**config.mk**
```make
export PLATFORM = sky130hd
export DESIGN_NAME = instruction_fetch_stage_flat
export DESIGN_NICKNAME = d
export VERILOG_FILES = /design/src/rtl/instruction_fetch_stage_if.sv /design/src/rtl/instruction_fetch_stage.sv /design/src/flat_wrapper.sv
export SDC_FILE = /design/constraint.sdc
export NUM_CORES = 2
export LEC_CHECK = 0
export CAP_MARGIN = 20
export CORE_ASPECT_RATIO = 0.8
export CORE_MARGIN = 8
export CORE_UTILIZATION = 36
export DETAILED_ROUTE_END_ITERATION = 10
export GPL_TIMING_DRIVEN = 0
export HOLD_SLACK_MARGIN = 0.05
export MAX_ROUTING_LAYER = met4
export PLACE_DENSITY = 0.53
export RECOVER_POWER = 25
export SLEW_MARGIN = 30
export SYNTH_ARGS = -nofsm -noshare
export SYNTH_HDL_FRONTEND = slang
export SYNTH_SLANG_ARGS = --single-unit
```
**constraint.sdc**
```tcl
create_clock -name clk -period 10.35 [get_ports clk]
set_clock_uncertainty 0.1 [all_clocks]
set_input_delay 1.5525 -clock clk [delete_from_list [all_inputs] [get_ports clk]]
set_output_delay 1.5525 -clock clk [all_outputs]
set_load 0.05 [all_outputs]
```
**src/rtl/instruction_fetch_stage_if.sv**
```systemverilog
// Fetch-stage bus: control inputs, loader write port and the IF/ID outputs.
interface instruction_fetch_stage_if #(
    parameter int PC_W = 6
);
    logic            stall;
    logic            redirect;
    logic [PC_W-1:0] redirect_pc;
    logic            imem_we;
    logic [PC_W-1:0] imem_waddr;
    logic [31:0]     imem_wdata;
    logic [31:0]     ins;
    logic [PC_W-1:0] pc_id;
    logic            ins_valid;
    logic            halted;

    // Pipeline control / loader side
    modport master (
        output stall, redirect, redirect_pc, imem_we, imem_waddr, imem_wdata,
        input  ins, pc_id, ins_valid, halted
    );

    // Fetch stage side
    modport slave (
        input  stall, redirect, redirect_pc, imem_we, imem_waddr, imem_wdata,
        output ins, pc_id, ins_valid, halted
    );
endinterface

```
**src/rtl/instruction_fetch_stage.sv**
```systemverilog
// Instruction fetch stage: PC, word-addressed instruction memory and the
// IF/ID latch. Supports stall, redirect (flush) and a sticky HALT.
module instruction_fetch_stage #(
    parameter int          DEPTH   = 64,
    parameter int          PC_W    = 6,
    parameter logic [5:0]  HALT_OP = 6'b111111
) (
    input  logic                        clk,
    input  logic                        reset,
    instruction_fetch_stage_if.slave    bus
);
    typedef enum logic {
        S_RUN  = 1'b0,
        S_HALT = 1'b1
    } state_t;

    logic [31:0]     mem [DEPTH];

    state_t          state_q, state_d;
    logic [PC_W-1:0] pc_q, pc_d;
    logic [31:0]     ins_q, ins_d;
    logic [PC_W-1:0] pc_id_q, pc_id_d;
    logic            valid_q, valid_d;
    logic [31:0]     fetch_word;

    // Combinational read; a same-edge write is not yet visible here, so a
    // fetch colliding with a write returns the old word.
    assign fetch_word = mem[pc_q];

    // Loader write port; memory is intentionally not touched by reset.
    always_ff @(posedge clk) begin
        if (bus.imem_we) begin
            mem[bus.imem_waddr] <= bus.imem_wdata;
        end
    end

    // State register for PC, IF/ID latch and run/halt state.
    always_ff @(posedge clk) begin
        if (reset) begin
            state_q <= S_RUN;
            pc_q    <= '0;
            ins_q   <= '0;
            pc_id_q <= '0;
            valid_q <= 1'b0;
        end else begin
            state_q <= state_d;
            pc_q    <= pc_d;
            ins_q   <= ins_d;
            pc_id_q <= pc_id_d;
            valid_q <= valid_d;
        end
    end

    // Next state: redirect beats halt, halt beats stall, stall beats fetch.
    always_comb begin
        state_d = state_q;
        pc_d    = pc_q;
        ins_d   = ins_q;
        pc_id_d = pc_id_q;
        valid_d = valid_q;

        if (bus.redirect) begin
            // Flush the latch; pc_id keeps the last delivered address.
            pc_d    = bus.redirect_pc;
            ins_d   = '0;
            valid_d = 1'b0;
            state_d = S_RUN;
        end else begin
            unique case (state_q)
                S_HALT: begin
                    ins_d   = '0;
                    valid_d = 1'b0;
                end
                default: begin
                    if (!bus.stall) begin
                        ins_d   = fetch_word;
                        pc_id_d = pc_q;
                        valid_d = 1'b1;
                        if (fetch_word[31:26] == HALT_OP) begin
                            // HALT itself is delivered; PC parks on it.
                            state_d = S_HALT;
                        end else begin
                            // PC_W-bit add wraps modulo DEPTH.
                            pc_d = pc_q + PC_W'(1);
                        end
                    end
                end
            endcase
        end
    end

    assign bus.ins       = ins_q;
    assign bus.pc_id     = pc_id_q;
    assign bus.ins_valid = valid_q;
    assign bus.halted    = (state_q == S_HALT);
endmodule
```
**src/flat_wrapper.sv**
```systemverilog
// flat-port wrapper written by rule: the top's interface ports become plain ports
module instruction_fetch_stage_flat 
#(
    parameter int          DEPTH   = 64,
    parameter int          PC_W    = 6,
    parameter logic [5:0]  HALT_OP = 6'b111111
)
  (clk, reset, bus_stall, bus_redirect, bus_redirect_pc, bus_imem_we, bus_imem_waddr, bus_imem_wdata, bus_ins, bus_pc_id, bus_ins_valid, bus_halted);
  instruction_fetch_stage_if #(.PC_W(PC_W)) bus_i ();
  input  logic clk;
  input  logic reset;
  input wire logic [$bits(bus_i.stall)-1:0] bus_stall;
  input wire logic [$bits(bus_i.redirect)-1:0] bus_redirect;
  input wire logic [$bits(bus_i.redirect_pc)-1:0] bus_redirect_pc;
  input wire logic [$bits(bus_i.imem_we)-1:0] bus_imem_we;
  input wire logic [$bits(bus_i.imem_waddr)-1:0] bus_imem_waddr;
  input wire logic [$bits(bus_i.imem_wdata)-1:0] bus_imem_wdata;
  output wire logic [$bits(bus_i.ins)-1:0] bus_ins;
  output wire logic [$bits(bus_i.pc_id)-1:0] bus_pc_id;
  output wire logic [$bits(bus_i.ins_valid)-1:0] bus_ins_valid;
  output wire logic [$bits(bus_i.halted)-1:0] bus_halted;
  assign bus_i.stall = bus_stall;
  assign bus_i.redirect = bus_redirect;
  assign bus_i.redirect_pc = bus_redirect_pc;
  assign bus_i.imem_we = bus_imem_we;
  assign bus_i.imem_waddr = bus_imem_waddr;
  assign bus_i.imem_wdata = bus_imem_wdata;
  assign bus_ins = bus_i.ins;
  assign bus_pc_id = bus_i.pc_id;
  assign bus_ins_valid = bus_i.ins_valid;
  assign bus_halted = bus_i.halted;
  instruction_fetch_stage #(.DEPTH(DEPTH), .PC_W(PC_W), .HALT_OP(HALT_OP)) u_core (.clk(clk), .reset(reset), .bus(bus_i));
endmodule
```
==> impl_metrics.csv <==
group,metric,value,unit
status,outcome,"complete, but fails checks",
status,violations,"max-capacitance violations, max-slew violations",
clocking,ctsResizeCount,0,
detailed_routing,first_pass_iters,5,
cells_and_area,drive_above_1_share,33.2,%
synthesis,syn_inst,3257,
min_path,min_path_type,"flop to flop",
synthesis,synth.avg_cell_area,24.6,µm²
timing,max_slew_margin,-102,%
setup_path,start_kind,"flop",
die,pin_count,89,
timing,drv_slew,812,
timing,fmax,0.197,GHz
detailed_routing,num_vias,38900,
power,p_total,18.1,mW
synthesis,async_reset_ff_share,0,%
detailed_routing,post_drt_wl_per_cell,34.9,µm
power,power_density,189,nW/µm²
synthesis,synth_top_area_share,76.9,%
detailed_routing,drc,0,
synthesis,synth_commonest_cells,"edfxtp_1 (2048), mux4_2 (647), nor2_1 (111), clkbuf_1 (66), dfxtp_1 (52)",
clocking,post_cts_buffers,0,
global_route,grt_pass1_wl,329,mm
synthesis,synth_edf_count,2048,
setup_path,worstPathRequired,10.94,ns
global_route,antenna_found_initial,16,
min_path,holdPathEnd,"u_core.bus.ins_valid",
setup_path,arrival,5.68,ns
synthesis,synth_top_area_cell,"edfxtp_1",
clocking,path_clk_slew,0.06,ns
synthesis,synth_area,80000,µm²
placed_design,io_buffers,83,
cells_and_area,fin_util,43.3,%
timing,worst_pin_slew,3.02,ns
min_path,hold_depth,2,
run,max_cap_viol_count,17,
synthesis,yosys_warnings,0,
clocking,tritoncts,"built",
setup_path,path_delay_family,"buffers and inverters",
setup_path,r2r-end,"u_core.bus.ins[10]",
setup_path,cp.buffers_inverters,6,
timing,fin_crit,5.09,ns
synthesis,synth_ff_type,"edfxtp_1",
timing,hold_viol,0,
synthesis,mappedNetlistNets,3307,
die,chipHeight,438,µm
synthesis,yosysSeqAreaShare,78.2,%
timing,fin_crit_sh,49.2,%
global_route,grt_usage,20.4,%
die,dieArea,238000,µm²
global_route,overflow,0,
detailed_routing,ant_nets,0,
min_path,hold_start,"u_core.bus.ins_valid",
detailed_routing,drt_iter0_markers,5581,
placed_design,hpwl,167,mm
synthesis,ys_types,58,
clocking,cts_hold_buf,0,
detailed_routing,vias_per_cell,5.68,
power,p_leak,29.1,nW
global_route,grt_max_degree,65,
setup_path,cp_slowest_cell,"buf_1",
placed_design,place_congestion,0.806,
setup_path,endpoint_kind,"flop",
setup_path,reg2reg_depth,11,
clocking,numCtsBuffers,203,
synthesis,ys_ff_latch,2100,
die,initial_core_util,36.3,%
clocking,clk_latency,0.83,ns
synthesis,synth_area_leaders,"edfxtp_1 (77%), mux4_2 (18%), dfxtp_1 (1.3%)",
clocking,cts.sinks,2100,
setup_path,crit_fanout,10,
die,core,220000,µm²
clocking,h-tree-depth,4,
detailed_routing,wirelength,239,mm
clocking,root_buffer,"clkbuf_16",
power,ir_worst_vdd,0.138,mV
cells_and_area,syn2layout_area_growth,19.4,%
setup_path,rrSetupSlack,5.26,ns
timing,finalSetupViolCount,0,
setup_path,path_cells,"buf_4, buf_4, buf_4, buf_2, buf_2, buf_1, mux4_2, mux4_2, mux4_2, nand2_1, a21oi_1",
clocking,cts_buffer_depth,4,
timing,fin_setup_tns,0,ns
setup_path,crit_type,"flop to flop",
timing,rsz0062_at_grt,"false",
synthesis,yosysMostFrequentCell,"edfxtp_1",
cells_and_area,nets,3779,
die,chipWidth,543,µm
global_route,grt_pass1_vias,38600,
die,rows,154,
setup_path,worst_path_largest_cell_delay,0.76,ns
## flip-flops by register name, indices dropped and copies added (netlist names), named ones only
signal	count
u_core.bus.halted	1
u_core.bus.pc_id	6
u_core.mem	2048
u_core.pc_q	6
u_core.bus.ins	32
u_core.bus.ins_valid	1
## cells in the final DEF (no fill, tap or decap), drive strengths merged, types with 4 or more instances in the layout
cell type,Yosys,layout
clkbuf,66,359
a22oi,7,7
clkdlybuf4s50,0,51
mux2i,35,35
clkinv,1,95
a211oi,11,11
o22ai,5,5
bufinv,0,15
a31oi,5,5
nor2b,10,10
nand3,11,11
nand2,48,48
nor2,111,111
inv,6,7
diode,0,5
nand2b,7,7
edfxtp,2048,2048
mux4,647,647
nor3,7,7
buf,107,285
o21ai,5,5
dfxtp,52,52
a21oi,20,20
a221oi,4,4
## stage by stage
step	setup WS, ns	cell area [µm²]	instances	hold WS, ns
after floorplan	5.35	80000	3257	0.386
after global placement	0.753	84500	6304	0.340
after detailed placement	5.22	89500	6487	0.344
after CTS	5.20	95800	6854	0.354
after global routing	5.15	95500	6860	0.377
final	5.26	95500	6860	0.351
## report_power, final
group / total (mW) / internal, mW / switching, mW
Sequential: 9.42 / 9.40 / 0.0214
Combinational: 1.43 / 0.568 / 0.861
Clock: 7.23 / 4.07 / 3.16
## metal layers
layer	wire [µm]	vias to the layer above	GRT usage, %
met3	19900	312	3.54
li1	-	15100	-
met1	107000	21600	30.6
met2	107000	1914	29.5
met4	5100	0	4.04
met5	0	-	-
## cell families after synthesis
kind of cell             after synthesis  synth area share [%]
multiplexers                         685                  18.7
adder cells (fa/ha/maj)                1                0.0156
AO/OA/AOI/OAI                         74                 0.695
AND/OR/NAND/NOR                      214                  1.17
flip-flops                          2100                  78.2
XOR/XNOR                               3                0.0329
buffers and inverters                180                  1.17
## layout make-up
type                    count  area (µm²)
diodes                      5        12.5
plain buffers             173         957
clock buffers             255        5420
clock inverters           112         893
fillers                 18600      125000
inverters                   7        26.3
multi-input cells         977       17000
flip-flops and latches   2100       62500
well taps                2964        3710
repair buffers            267        5000
## how the worst max path moves through the flow
stage,start,to,slack (ns),cells past startpoint
global placement,bus_imem_we,u_core.mem[49][7],0.75,5
global route,flop,u_core.bus.ins[10],5.15,11
CTS,flop,u_core.bus.ins[12],5.20,11
floorplan,bus_imem_waddr[5],u_core.mem[48][0],5.35,4
detailed placement,flop,u_core.bus.ins[25],5.22,11
finish,flop,u_core.bus.ins[10],5.26,11
## worst register-to-register path: cells and delay by family (launching register included)
family                 cells  cell delay [ns]
buffers and inverters      6             2.66
and+or+nand+nor            1             0.14
muxes                      3             1.69
DFF                        1             0.31
AOI/OAI and AO/OA          1             0.08
No activity file was read; power rests on OpenSTA's default activity.
